## src/rtl/mmio_bridge_pkg.sv

```systemverilog
// Shared constants for the M-stage memory/peripheral bridge: I/O window base,
// register offsets and status bit layout.
package mmio_bridge_pkg;
  localparam logic [15:0] IO_BASE       = 16'hFFFF;

  localparam logic [15:0] GPIO_OUT_OFF  = 16'h0000;
  localparam logic [15:0] GPIO_IN_OFF   = 16'h0004;
  localparam logic [15:0] CYCLE_OFF     = 16'h0008;
  localparam logic [15:0] TX_DATA_OFF   = 16'h000C;
  localparam logic [15:0] TX_STATUS_OFF = 16'h0010;

  localparam int ST_FULL    = 0;
  localparam int ST_EMPTY   = 1;
  localparam int ST_OVF     = 2;
  localparam int ST_CNT_LSB = 4;

  typedef enum logic [1:0] {TGT_NONE, TGT_DMEM, TGT_IO} tgt_e;
endpackage

```

## src/rtl/mmio_bridge_tx_fifo.sv

```systemverilog
// Small transmit FIFO; head entry is presented straight from storage so the
// output never depends combinationally on the write data.
module tx_fifo #(
  parameter int WIDTH   = 8,
  parameter int TXDEPTH = 4,
  parameter int TXPTRW  = 2
) (
  input  logic              clk,
  input  logic              rst,
  input  logic              push,
  input  logic [WIDTH-1:0]  din,
  input  logic              pop,
  output logic [WIDTH-1:0]  dout,
  output logic              full,
  output logic              empty,
  output logic [TXPTRW:0]   count
);
  logic [WIDTH-1:0]  mem [TXDEPTH];
  logic [TXPTRW-1:0] wr_ptr, rd_ptr;
  logic              do_push, do_pop;

  assign empty   = (count == '0);
  assign full    = (count == (TXPTRW+1)'(TXDEPTH));
  assign do_pop  = pop & ~empty;
  // a pop frees a slot in the same edge, so a full FIFO still takes the push
  assign do_push = push & (~full | do_pop);
  assign dout    = mem[rd_ptr];

  always_ff @(posedge clk or posedge rst) begin
    if (rst) begin
      wr_ptr <= '0;
      rd_ptr <= '0;
      count  <= '0;
    end else begin
      if (do_push) wr_ptr <= wr_ptr + TXPTRW'(1);
      if (do_pop)  rd_ptr <= rd_ptr + TXPTRW'(1);
      case ({do_push, do_pop})
        2'b10:   count <= count + (TXPTRW+1)'(1);
        2'b01:   count <= count - (TXPTRW+1)'(1);
        default: ;
      endcase
    end
  end

  always_ff @(posedge clk) begin
    if (do_push) mem[wr_ptr] <= din;
  end
endmodule

```

## src/rtl/mmio_bridge.sv

```systemverilog
// Address decode between the core's M stage and data memory / on-block
// peripherals (GPIO, cycle counter, transmit FIFO). Loads are combinational.
module mmio_bridge
  import mmio_bridge_pkg::*;
#(
  parameter int WIDTH     = 32,
  parameter int DMEMDEPTH = 14,
  parameter int GPIOW     = 8,
  parameter int TXDEPTH   = 4,
  parameter int TXPTRW    = 2
) (
  input  logic                 clk,
  input  logic                 rst,
  input  logic [WIDTH-1:0]     addr,
  input  logic [WIDTH-1:0]     wd,
  input  logic                 we,
  output logic [WIDTH-1:0]     rd,
  output logic [DMEMDEPTH-1:0] dmem_addr,
  output logic                 dmem_we,
  output logic [WIDTH-1:0]     dmem_wd,
  input  logic [WIDTH-1:0]     dmem_rd,
  output logic [GPIOW-1:0]     gpio_out,
  input  logic [GPIOW-1:0]     gpio_in,
  output logic [7:0]           tx_data,
  output logic                 tx_valid,
  input  logic                 tx_ready
);
  logic             dmem_sel, io_sel;
  logic [15:0]      offset, word_off;
  tgt_e             tgt;
  logic [WIDTH-1:0] io_rd;
  logic [WIDTH-1:0] cycle;
  logic [GPIOW-1:0] gsync1, gsync2;
  logic             ovf;
  logic             io_we, push_req, pop, tx_full, tx_empty;
  logic [TXPTRW:0]  tx_count;

  assign dmem_sel  = (addr[WIDTH-1:DMEMDEPTH+2] == '0);
  assign io_sel    = (addr[WIDTH-1:16] == IO_BASE);
  assign offset    = addr[15:0];
  assign word_off  = offset & 16'hFFFC;
  assign dmem_addr = addr[DMEMDEPTH+1:2];
  assign dmem_wd   = wd;
  assign dmem_we   = we & dmem_sel;

  assign io_we    = we & io_sel;
  assign push_req = io_we & (word_off == TX_DATA_OFF);
  assign tx_valid = ~tx_empty;
  assign pop      = tx_valid & tx_ready;

  tx_fifo #(.WIDTH(8), .TXDEPTH(TXDEPTH), .TXPTRW(TXPTRW)) u_tx_fifo (
    .clk   (clk),
    .rst   (rst),
    .push  (push_req),
    .din   (wd[7:0]),
    .pop   (pop),
    .dout  (tx_data),
    .full  (tx_full),
    .empty (tx_empty),
    .count (tx_count)
  );

  always_ff @(posedge clk or posedge rst) begin
    if (rst) begin
      gpio_out <= '0;
      cycle    <= '0;
      gsync1   <= '0;
      gsync2   <= '0;
      ovf      <= 1'b0;
    end else begin
      gsync1 <= gpio_in;
      gsync2 <= gsync1;
      if (io_we && word_off == GPIO_OUT_OFF) gpio_out <= wd[GPIOW-1:0];
      if (io_we && word_off == CYCLE_OFF) cycle <= wd;
      else                                 cycle <= cycle + WIDTH'(1);
      // only one register is addressed per cycle, so set and clear never collide
      if (io_we && word_off == TX_STATUS_OFF)   ovf <= 1'b0;
      else if (push_req && tx_full && !pop)     ovf <= 1'b1;
    end
  end

  always_comb begin
    io_rd = '0;
    case (word_off)
      GPIO_OUT_OFF:  io_rd[GPIOW-1:0] = gpio_out;
      GPIO_IN_OFF:   io_rd[GPIOW-1:0] = gsync2;
      CYCLE_OFF:     io_rd = cycle;
      TX_STATUS_OFF: begin
        io_rd[ST_FULL]                   = tx_full;
        io_rd[ST_EMPTY]                  = tx_empty;
        io_rd[ST_OVF]                    = ovf;
        io_rd[ST_CNT_LSB +: TXPTRW+1]    = tx_count;
      end
      default: ;
    endcase
  end

  always_comb begin
    tgt = TGT_NONE;
    if (dmem_sel)    tgt = TGT_DMEM;
    else if (io_sel) tgt = TGT_IO;
    case (tgt)
      TGT_DMEM: rd = dmem_rd;
      TGT_IO:   rd = io_rd;
      default:  rd = '0;
    endcase
  end
endmodule

```

## config.mk

```make
export PLATFORM = sky130hd
export DESIGN_NAME = mmio_bridge
export DESIGN_NICKNAME = d
export VERILOG_FILES = /design/src/rtl/mmio_bridge_pkg.sv /design/src/rtl/mmio_bridge_tx_fifo.sv /design/src/rtl/mmio_bridge.sv
export SDC_FILE = /design/constraint.sdc
export NUM_CORES = 1
export LEC_CHECK = 0
export CAP_MARGIN = 20
export CORE_ASPECT_RATIO = 0.7
export CORE_MARGIN = 2
export CORE_UTILIZATION = 40
export DETAILED_ROUTE_END_ITERATION = 10
export PLACE_DENSITY = 0.81
export RECOVER_POWER = 100
export SYNTH_ARGS = -nofsm -noshare
export SYNTH_HDL_FRONTEND = slang
export SYNTH_SLANG_ARGS = --single-unit
```

## constraint.sdc

```tcl
create_clock -name clk -period 5.2 [get_ports clk]
set_input_delay 1.3 -clock clk [delete_from_list [all_inputs] [get_ports clk]]
set_output_delay 1.3 -clock clk [all_outputs]
set_load 0.1 [all_outputs]
```

---- Word level (Yosys, flattened, before mapping) ----
Memories as Yosys holds them, arrays and structs flattened.
Index checks and enable logic that the tools add are counted.
Widths: inputs -> output; s select.
storage, ports and cells
  register bits ........................... 64
  memory bits (writable) .................. 32
  bits of input ports ..................... 108
  output and inout port bits .............. 96
  word-level logic and storage cells ...... 58
  memories kept ........................... 1
cells by class
  add/subtract/negate cells ............... 5
  equal/unequal tests ..................... 10
  muxes and demuxes ....................... 14
  bitwise gates (word level) .............. 9
  reductions and logical operators ........ 11
memories
  name           words  width  rd ports  clocked after Yosys merged registers in  write ports  RTL line                   RTL
  u_tx_fifo.mem  4      8      1         0                                        1            mmio_bridge_tx_fifo.sv:18  logic [WIDTH-1:0] mem [TXDEPTH];
operators by type and width
  cell                   count
  $pmux 32 s2            1
  $add 32x1->32 const B  1
  $logic_not 16->1       2
  $mux 32                1
  $eq 14x2->1 const B    2
  $mux 24                1
  $pmux 3 s4             2
  $eq 16x16->1 const B   1
  $eq 14x1->1 const B    1
  $eq 14x3->1 const B    1
  $and 1x1->1            6
  $pmux 1 s3             2
  $pmux 3 s2             1
  $logic_and 1x1->1      5
  $add 2x1->2 const B    2
  $eq 2x1->1 const B     2
  $eq 2x2->1 const B     2
  $mux 1                 4
  $mux 2                 2
  $reduce_bool 2->1      2
  $add 3x1->3 const B    1
  $eq 3x3->1 const B     1
  $logic_not 3->1        1
  $sub 3x1->3 const B    1
  3 further kinds        4

---- Logic depth before layout (Yosys ltp) ----
Gate-level depths: netlist (run 1).
  word-level depth ........................ 8
  depth in mapped cells ................... 12
  mapped depth without buffers ............ 11

---- Modules after synthesis ----
From an unflattened synthesis (run 1), not the netlist that was laid out.
unflattened totals
  cell total of the unflattened synthesis .. 497
  area, all modules ....................... 5296.3 sq um
modules (own cells, without submodules)
  module       instances  cells an instance  area each (sq um)  sequential area each (sq um)
  mmio_bridge  1          401                3622.2             1426.4
  tx_fifo      1          96                 1674.1             1136.1

---- Worst setup path before layout (run 1) ----
Ideal clock, no wire load.
  path kind ............................... input to output
  start ................................... in addr[13]
  end ..................................... out rd[0]
  data arrival time ....................... 4.671 ns
  data required time ...................... 3.900 ns
  setup slack ............................. -0.771 ns
  stages on the path ...................... 6
  buffers on the path ..................... 1
  path through ............................ or4_4 -> nor3_4 -> and3_1 -> clkbuf_1 -> a32oi_1 -> o21ai_0
on the way
  word-level cells in the longest chain between the ends .. 3
  elaborated cells between the ends (all ways) .. 6
  those cells by class .................... 3 x eq/ne; 2 x mux; 1 x reduce/logical
ends and longest elaborated chain
  element                              RTL line            RTL
  start, declared                      mmio_bridge.sv:14   input logic [WIDTH-1:0] addr,
  $eq 14x3->1 (tied with other cells)  mmio_bridge.sv:84   case (word_off)
  $pmux 3 s4 *                         mmio_bridge.sv:84
  $pmux 32 s2 *                        mmio_bridge.sv:102  case (tgt)
  end, declared                        mmio_bridge.sv:17   output logic [WIDTH-1:0] rd,
Mark *: on every way between the ends. The rest lies on a longest branch, timed or not.

---- Worst setup path after layout (run 1) ----
  start ................................... in addr[13]
  end ..................................... out rd[14]
on the way
  word-level cells in the longest chain between the ends .. 3
ends and longest elaborated chain
  element      RTL line
  $eq 14x2->1  mmio_bridge.sv:84
  $mux 24      mmio_bridge.sv:84
  $pmux 32 s2  mmio_bridge.sv:102
Every way passes these cells.

==> results of run 1 <==
## final cells by class
class,count,area share
repair buffers,209,0.272
well taps,162,0.0288
flip-flops and latches,96,0.364
inverters,10,0.00533
clock inverters,7,0.00764
clock buffers,9,0.0320
multi-input cells,281,0.291
## flip-flops by register name, summed over array words and instances, names as in the netlist
| name | count |
|---|---|
| cycle | 32 |
| gpio_out | 8 |
| gsync1 | 8 |
| gsync2 | 8 |
| ovf | 1 |
| u_tx_fifo.count | 3 |
| u_tx_fifo.mem | 32 |
| u_tx_fifo.rd_ptr | 2 |
| u_tx_fifo.wr_ptr | 2 |
## logic make-up (layout without fill, tap and decap cells)
logic type	after synthesis	after routing
and+or+nand+nor	130	130
DFF	96	96
AOI/OAI and AO/OA	81	81
buffers and inverters	81	235
xor gates and xnor gates	36	36
muxes	27	27
adders and majority gates	7	7
## where the power goes
group / internal (mW) / switching (mW)
clock: 0.328 / 0.288
combinational: 0.207 / 0.509
sequential: 0.808 / 0.0583
total: 1.34 / 0.855
## stage by stage
step / utilization / area [um2] / setup slack (ns)
floorplan: - / 5120 / 0.501
global placement: 0.578 / 7180 / 0.317
detailed placement: 0.578 / 7180 / 0.270
CTS: 0.600 / 7450 / 0.263
global route: 0.567 / 7040 / 0.0804
finish: 0.567 / 7040 / 0.185
## worst max-delay path by stage
stage | start | endpoint | slack (ns) | depth (start not counted)
after floorplan | addr[13] | rd[0] | 0.50 | 6
after global routing | addr[13] | rd[14] | 0.08 | 7
after detailed placement | addr[13] | rd[22] | 0.27 | 7
after CTS | addr[13] | rd[22] | 0.26 | 7
after global placement | addr[13] | rd[12] | 0.32 | 7
final | addr[13] | rd[14] | 0.18 | 7
## cells in the final DEF, fill, tap and decap left out, types with 16 or more instances in the layout
master,n
sky130_fd_sc_hd__clkbuf_1,48
sky130_fd_sc_hd__dfrtp_1,64
sky130_fd_sc_hd__clkdlybuf4s50_1,87
sky130_fd_sc_hd__a22o_1,26
sky130_fd_sc_hd__xnor2_1,20
sky130_fd_sc_hd__nand4_1,19
sky130_fd_sc_hd__edfxtp_1,32
sky130_fd_sc_hd__dlygate4sd3_1,35
sky130_fd_sc_hd__buf_12,18
sky130_fd_sc_hd__nor2_1,42
sky130_fd_sc_hd__a21oi_1,33
sky130_fd_sc_hd__xor2_1,16
## critical path, stage by stage
cell,delay (ns)
sky130_fd_sc_hd__clkdlybuf4s50_1,0.43
sky130_fd_sc_hd__or4_1,0.60
sky130_fd_sc_hd__nor3_4,0.27
sky130_fd_sc_hd__and3_1,0.44
sky130_fd_sc_hd__buf_12,0.22
sky130_fd_sc_hd__a22o_1,0.15
sky130_fd_sc_hd__buf_4,0.29
## routing by layer
| layer | vias to the layer above | wire length (um) |
|---|---|---|
| li1 | 1923 | - |
| met5 | - | 0 |
| met3 | 20 | 939 |
| met4 | 0 | 224 |
| met1 | 2068 | 5970 |
| met2 | 187 | 6880 |
==> impl_metrics.prom, run 1 <==
# TYPE chip_impl_metric gauge
chip_impl_metric{name="ys_seq_area_frac",unit=""} 0.503
chip_impl_metric{name="design.core.area",unit="mm2"} 0.0124
chip_impl_metric{name="totalNegativeSetupSlack",unit="ns"} 0
chip_impl_metric{name="worst-r2r-cell-count",unit=""} 10
chip_impl_metric{name="post_route_cells_drive_above_1_share",unit=""} 0.141
chip_impl_metric{name="floorplan.initialDensity",unit=""} 0.410
chip_impl_metric{name="drt-initial-drc-count",unit=""} 229
chip_impl_metric{name="die_area",unit="mm2"} 0.0137
chip_impl_metric{name="synth_simple_gate_area_frac",unit=""} 0.139
chip_impl_info{name="timing.rr.end",value="u_tx_fifo.count[2]"} 1
chip_impl_metric{name="routed_via_density",unit=""} 5.42
chip_impl_metric{name="finalWeightedCongestion",unit=""} 0.821
chip_impl_metric{name="io_buffers",unit=""} 201
chip_impl_metric{name="worst-endpoint-required",unit="ns"} 3.90
chip_impl_info{name="synth_top_flop_cell",value="sky130_fd_sc_hd__dfrtp_1"} 1
chip_impl_metric{name="final-setup-viol-count",unit=""} 0
chip_impl_metric{name="xor_xnor_share_of_the_synthesized_area",unit=""} 0.0619
chip_impl_metric{name="synth.lib_cells_used.distinct",unit=""} 40
chip_impl_metric{name="dp.cells",unit=""} 757
chip_impl_metric{name="post-route-period-util",unit=""} 0.964
chip_impl_metric{name="clk-insertion-delay-late",unit="ns"} 0.33
chip_impl_metric{name="max_freq",unit="GHz"} 0.199
chip_impl_metric{name="timing.max_cap.violations",unit=""} 1
chip_impl_metric{name="wl_per_cell",unit="um"} 18.1
chip_impl_metric{name="clk_pin_slew_worst_paths",unit="ns"} 0.07
chip_impl_metric{name="finish.cell_count_without_fillers",unit=""} 774
chip_impl_metric{name="design.final.nets",unit=""} 722
chip_impl_info{name="hold_path_class",value="reg2reg"} 1
chip_impl_metric{name="seq_area",unit="mm2"} 0.00256
chip_impl_info{name="yosys-top-cells-area",value="sky130_fd_sc_hd__dfrtp_1 31%, sky130_fd_sc_hd__edfxtp_1 19%, sky130_fd_sc_hd__buf_4 6.9%"} 1
chip_impl_metric{name="area_delta_synth_final",unit="%"} 38.2
chip_impl_metric{name="post_synth_edffs",unit=""} 32
chip_impl_metric{name="place.detailed.hpwl",unit="um"} 11000
chip_impl_metric{name="grt_antenna_before_repair",unit=""} 0
chip_impl_metric{name="buffers_inserted_during_post_cts_setup_optimization",unit=""} 0
chip_impl_metric{name="clock_path_buffers",unit=""} 2
chip_impl_metric{name="design.portCount",unit=""} 204
chip_impl_info{name="grt_most_used_layer",value="met2"} 1
chip_impl_metric{name="syn-num-nets",unit=""} 573
chip_impl_metric{name="critical_path_arrival",unit="ns"} 3.72
chip_impl_info{name="yosys.cell_count.top_type",value="sky130_fd_sc_hd__dfrtp_1"} 1
chip_impl_info{name="cp-start-kind",value="input pin"} 1
chip_impl_metric{name="synth.cell_area",unit="mm2"} 0.00510
chip_impl_info{name="timing.setup.critical_path_class",value="in2out"} 1
chip_impl_metric{name="largest_net_degree_at_the_start_of_global_routing",unit=""} 49
chip_impl_metric{name="hold_path_depth",unit=""} 0
chip_impl_metric{name="number_of_global_route_vias_before_repair",unit=""} 4317
chip_impl_metric{name="report.power.total",unit="mW"} 2.20
chip_impl_metric{name="synth.ff_latch_count",unit=""} 96
chip_impl_info{name="cts-root-buf",value="sky130_fd_sc_hd__clkbuf_16"} 1
chip_impl_info{name="synth_top_area_cell",value="sky130_fd_sc_hd__dfrtp_1"} 1
chip_impl_info{name="timing.hold.worst.start",value="gsync1[0]"} 1
chip_impl_metric{name="tightestPinTransition",unit="ns"} 2.31
chip_impl_metric{name="wirelength",unit="um"} 14000
chip_impl_metric{name="ff2ff_setup_slack",unit="ns"} 2.92
chip_impl_metric{name="synth.mux.area_fraction",unit=""} 0.0766
chip_impl_metric{name="post-synth-top-area-fraction",unit=""} 0.314
chip_impl_metric{name="met3_usage",unit=""} 0.0481
chip_impl_metric{name="placementRows",unit=""} 34
chip_impl_metric{name="maxSlewViolCount",unit=""} 44
chip_impl_info{name="violations",value="max-capacitance violations, max-slew violations"} 1
chip_impl_info{name="critical_path.reg2reg.startpoint",value="u_tx_fifo.count[0]"} 1
chip_impl_metric{name="min_period",unit="ns"} 5.02
chip_impl_metric{name="cts_inserted_buffers",unit=""} 9
chip_impl_metric{name="path_max_fanout",unit=""} 24
chip_impl_metric{name="hold_violations",unit=""} 0
chip_impl_metric{name="ys_async_sr_fraction",unit=""} 0.667
chip_impl_metric{name="fp.dieH",unit="um"} 98.4
chip_impl_metric{name="yosys_warnings",unit=""} 0
chip_impl_info{name="yosys-top-cells-count",value="64 x sky130_fd_sc_hd__dfrtp_1, 47 x sky130_fd_sc_hd__buf_4, 42 x sky130_fd_sc_hd__nor2_1, 33 x sky130_fd_sc_hd__a21oi_1, 32 x sky130_fd_sc_hd__edfxtp_1"} 1
chip_impl_metric{name="hold_buffers",unit=""} 0
chip_impl_metric{name="die_width",unit="um"} 139
chip_impl_metric{name="synth_compound_gate_area_share",unit=""} 0.106
chip_impl_metric{name="synth_fa_ha_area_frac",unit=""} 0.0187
chip_impl_info{name="hold-path-endpoint",value="gsync2[0]"} 1
chip_impl_info{name="setup_repair_after_global_routing_missed_its_margin",value="no"} 1
chip_impl_metric{name="antenna_violating_nets_post_route",unit=""} 0
chip_impl_metric{name="clock-skew-final",unit="ns"} 0.00796
chip_impl_metric{name="worst_ir_drop_vdd",unit="mV"} 0.404
chip_impl_metric{name="cts_sinks",unit=""} 96
chip_impl_info{name="cts_tree",value="yes"} 1
chip_impl_metric{name="synthesis.instances",unit=""} 458
chip_impl_info{name="status",value="complete, but fails checks"} 1
chip_impl_info{name="worst_setup_path_end_kind",value="output port"} 1
chip_impl_metric{name="globalRouteTotalUtil",unit=""} 0.208
chip_impl_metric{name="congestion_overflow_gr",unit=""} 0
chip_impl_metric{name="nFillCells",unit=""} 1080
chip_impl_info{name="synth_top_family_by_area",value="simple AND/OR/NAND/NOR gates"} 1
chip_impl_metric{name="final.hold.worst_slack",unit="ns"} 0.349
chip_impl_metric{name="htree_num_levels",unit=""} 3
chip_impl_metric{name="avgSynthCellArea",unit="um2"} 11.1
chip_impl_metric{name="antennaDiodeCount",unit=""} 0
chip_impl_metric{name="detail_route.first_pass.iterations",unit=""} 5
chip_impl_metric{name="grt_first_pass_wirelength",unit="um"} 22500
chip_impl_metric{name="post_cts_resized",unit=""} 0
chip_impl_metric{name="overall_via_count_from_detail_route",unit=""} 4198
chip_impl_metric{name="leakage",unit="nW"} 2.76
chip_impl_metric{name="multi_input_comb_area",unit="mm2"} 0.00205
chip_impl_metric{name="globalRouteMet2Util",unit=""} 0.344
chip_impl_metric{name="use_met1",unit=""} 0.284
chip_impl_metric{name="power_density",unit="mW/mm2"} 312
chip_impl_metric{name="remaining_drc_errors",unit=""} 0
chip_impl_metric{name="max-slew-margin-rel",unit=""} -0.540
Power figures use the tool's default switching activity.
==> run 2, diff against run 1 <==
--- a/config.mk
+++ b/config.mk
@@ -10,8 +10,9 @@
 export CORE_MARGIN = 2
 export CORE_UTILIZATION = 40
 export DETAILED_ROUTE_END_ITERATION = 10
-export PLACE_DENSITY = 0.81
+export PLACE_DENSITY = 0.78
 export RECOVER_POWER = 100
+export SLEW_MARGIN = 15
 export SYNTH_ARGS = -nofsm -noshare
 export SYNTH_HDL_FRONTEND = slang
 export SYNTH_SLANG_ARGS = --single-unit
==> impl_metrics.prom, run 2 (same netlist as run 1, synthesis figures left out) <==
# TYPE chip_impl_metric gauge
chip_impl_metric{name="max_freq",unit="GHz"} 0.199
chip_impl_metric{name="post_route_cells_drive_above_1_share",unit=""} 0.142
chip_impl_metric{name="grt_antenna_before_repair",unit=""} 0
chip_impl_metric{name="worst_ir_drop_vdd",unit="mV"} 0.355
chip_impl_metric{name="finalWeightedCongestion",unit=""} 0.872
chip_impl_metric{name="congestion_overflow_gr",unit=""} 0
chip_impl_metric{name="tightestPinTransition",unit="ns"} 2.14
chip_impl_metric{name="clock-skew-final",unit="ns"} 0.00844
chip_impl_metric{name="detail_route.first_pass.iterations",unit=""} 4
chip_impl_metric{name="clk_pin_slew_worst_paths",unit="ns"} 0.07
chip_impl_metric{name="design.final.nets",unit=""} 721
chip_impl_metric{name="antenna_violating_nets_post_route",unit=""} 0
chip_impl_metric{name="hold_buffers",unit=""} 0
chip_impl_metric{name="final-setup-viol-count",unit=""} 0
chip_impl_metric{name="placementRows",unit=""} 34
chip_impl_metric{name="combPwrFrac",unit=""} 0.310
chip_impl_metric{name="power.internal",unit="mW"} 1.45
chip_impl_info{name="critPathTopFamily",value="simple AND/OR/NAND/NOR gates"} 1
chip_impl_info{name="cp_cell_sequence",value="clkdlybuf4s50_1 > or4_1 > nor3_4 > and3_1 > buf_12 > a22o_1 > clkbuf_4"} 1
chip_impl_metric{name="nFillCells",unit=""} 1052
chip_impl_metric{name="remaining_drc_errors",unit=""} 0
chip_impl_metric{name="clock_network_power_share",unit=""} 0.317
chip_impl_info{name="violations",value="max-capacitance violations, max-slew violations"} 1
chip_impl_metric{name="overall_via_count_from_detail_route",unit=""} 4091
chip_impl_info{name="cts-root-buf",value="sky130_fd_sc_hd__clkbuf_16"} 1
chip_impl_metric{name="post-route-period-util",unit=""} 0.968
chip_impl_info{name="mostFrequentLayoutCells",value="87 x sky130_fd_sc_hd__clkdlybuf4s50_1, 64 x sky130_fd_sc_hd__dfrtp_1, 47 x sky130_fd_sc_hd__clkbuf_1"} 1
chip_impl_metric{name="clock_path_buffers",unit=""} 2
chip_impl_metric{name="area_delta_synth_final",unit="%"} 42.5
chip_impl_metric{name="wirelength",unit="um"} 14400
chip_impl_metric{name="totalNegativeSetupSlack",unit="ns"} 0
chip_impl_info{name="layout_commonest_cell",value="sky130_fd_sc_hd__clkdlybuf4s50_1"} 1
chip_impl_metric{name="max-slew-margin-rel",unit=""} -0.437
chip_impl_info{name="setup_repair_after_global_routing_missed_its_margin",value="no"} 1
chip_impl_metric{name="design.portCount",unit=""} 204
chip_impl_info{name="critical_path_s_slowest_cell",value="sky130_fd_sc_hd__or4_1"} 1
chip_impl_metric{name="final_core_utilization",unit=""} 0.585
chip_impl_metric{name="power.switching_fraction",unit=""} 0.376
chip_impl_info{name="worst_setup_path_end_kind",value="output port"} 1
chip_impl_info{name="layout_top_registers",value="cycle x32, u_tx_fifo.mem x32"} 1
chip_impl_metric{name="cp.buffers_inverters",unit=""} 3
chip_impl_metric{name="buffers_inserted_during_post_cts_setup_optimization",unit=""} 0
chip_impl_info{name="cts_tree",value="yes"} 1
chip_impl_metric{name="worst-endpoint-required",unit="ns"} 3.90
chip_impl_metric{name="globalRouteTotalUtil",unit=""} 0.214
chip_impl_metric{name="clk-insertion-delay-late",unit="ns"} 0.34
chip_impl_info{name="timing.setup.critical_path_class",value="in2out"} 1
chip_impl_metric{name="number_of_global_route_vias_before_repair",unit=""} 4407
chip_impl_metric{name="multi_input_comb_area",unit="mm2"} 0.00205
chip_impl_metric{name="place.detailed.hpwl",unit="um"} 11200
chip_impl_metric{name="fp.dieH",unit="um"} 98.4
chip_impl_metric{name="critical_path.max_stage_delay",unit="ns"} 0.58
chip_impl_info{name="status",value="complete, but fails checks"} 1
chip_impl_metric{name="largest_net_degree_at_the_start_of_global_routing",unit=""} 49
chip_impl_metric{name="design.core.area",unit="mm2"} 0.0124
chip_impl_metric{name="post_cts_resized",unit=""} 0
chip_impl_metric{name="maxSlewViolCount",unit=""} 48
chip_impl_metric{name="cts_inserted_buffers",unit=""} 9
chip_impl_metric{name="power_density",unit="mW/mm2"} 320
chip_impl_metric{name="htree_num_levels",unit=""} 3
chip_impl_metric{name="cts_sinks",unit=""} 96
chip_impl_metric{name="hold_violations",unit=""} 0
chip_impl_metric{name="die_width",unit="um"} 139
chip_impl_metric{name="timing.max_cap.violations",unit=""} 1
chip_impl_metric{name="min_period",unit="ns"} 5.03
chip_impl_metric{name="leakage",unit="nW"} 2.82
chip_impl_metric{name="path_max_fanout",unit=""} 24
chip_impl_metric{name="antennaDiodeCount",unit=""} 0
chip_impl_metric{name="routed_via_density",unit=""} 5.29
chip_impl_metric{name="floorplan.initialDensity",unit=""} 0.410
chip_impl_metric{name="seq_area",unit="mm2"} 0.00256
chip_impl_metric{name="grt_first_pass_wirelength",unit="um"} 23100
chip_impl_metric{name="p_switching",unit="mW"} 0.872
chip_impl_info{name="cp-start-kind",value="input pin"} 1
chip_impl_info{name="hold_path_class",value="reg2reg"} 1
chip_impl_metric{name="drt-initial-drc-count",unit=""} 283
chip_impl_metric{name="die_area",unit="mm2"} 0.0137
chip_impl_metric{name="critical_path_arrival",unit="ns"} 3.73
chip_impl_metric{name="wl_per_cell",unit="um"} 18.6
chip_impl_metric{name="seqPwrFrac",unit=""} 0.374
chip_impl_metric{name="io_buffers",unit=""} 201
run 2: layout make-up:
class | count | area share
flip-flops and latches | 96 | 0.353
repair buffers | 208 | 0.286
clock buffers | 9 | 0.0310
inverters | 10 | 0.00534
well taps | 162 | 0.0279
multi-input cells | 281 | 0.282
clock inverters | 7 | 0.0150
run 2: path summary, 6_finish.rpt:
check,from,to,slack [ns],depth (start not counted)
max,addr[12],rd[12],0.17,7
min,gsync1[5],gsync2[5],0.35,0
max reg2reg,u_tx_fifo.count[0],u_tx_fifo.count[2],2.86,10
min reg2reg,gsync1[5],gsync2[5],0.35,0
max in group asynchronous,rst,gpio_out[7],1.62,3
min in group asynchronous,rst,cycle[27],1.97,2
run 2: layer usage:
metal  up-vias  track usage  share of wire  wire, um
met4         0       0.0396         0.0029        42
met2       149        0.375           0.51      7340
met3         4       0.0520          0.065       929
li1       1913            -              -         -
met5         -            0              0         0
met1      2025        0.277           0.42      6070
run 2: worst reg2reg max path, stage by stage, from the launching register on:
cell	delay, ns
sky130_fd_sc_hd__dfrtp_1	0.44
sky130_fd_sc_hd__nor2_1	0.20
sky130_fd_sc_hd__nand3b_1	0.14
sky130_fd_sc_hd__and4b_1	0.32
sky130_fd_sc_hd__inv_1	0.10
sky130_fd_sc_hd__ha_1	0.19
sky130_fd_sc_hd__inv_1	0.09
sky130_fd_sc_hd__fa_1	0.38
sky130_fd_sc_hd__xor2_1	0.15
sky130_fd_sc_hd__nor2_1	0.11
sky130_fd_sc_hd__xor2_1	0.14
run 2: stage by stage:
stage	std cells	total power, mW	instance area [um2]	setup WS (ns)	hold WS (ns)
finish	773	2.32	7260	0.168	0.349
global route	773	2.40	7260	0.106	0.366
CTS	773	2.38	7500	0.288	0.352
detailed placement	757	1.64	7160	0.284	0.336
global placement	757	1.62	7160	0.339	0.335
floorplan	458	1.44	5120	0.501	0.331
run 2: power groups by stage:
stage / clock network (mW) / registers [mW] / logic (mW)
6_report: 0.735 / 0.867 / 0.719
5_1_grt: 0.782 / 0.873 / 0.745
4_1_cts: 0.754 / 0.867 / 0.758
3_5_place_dp: 0 / 0.881 / 0.756
2_1_floorplan: 0 / 0.838 / 0.599
3_3_place_gp: 0 / 0.877 / 0.744
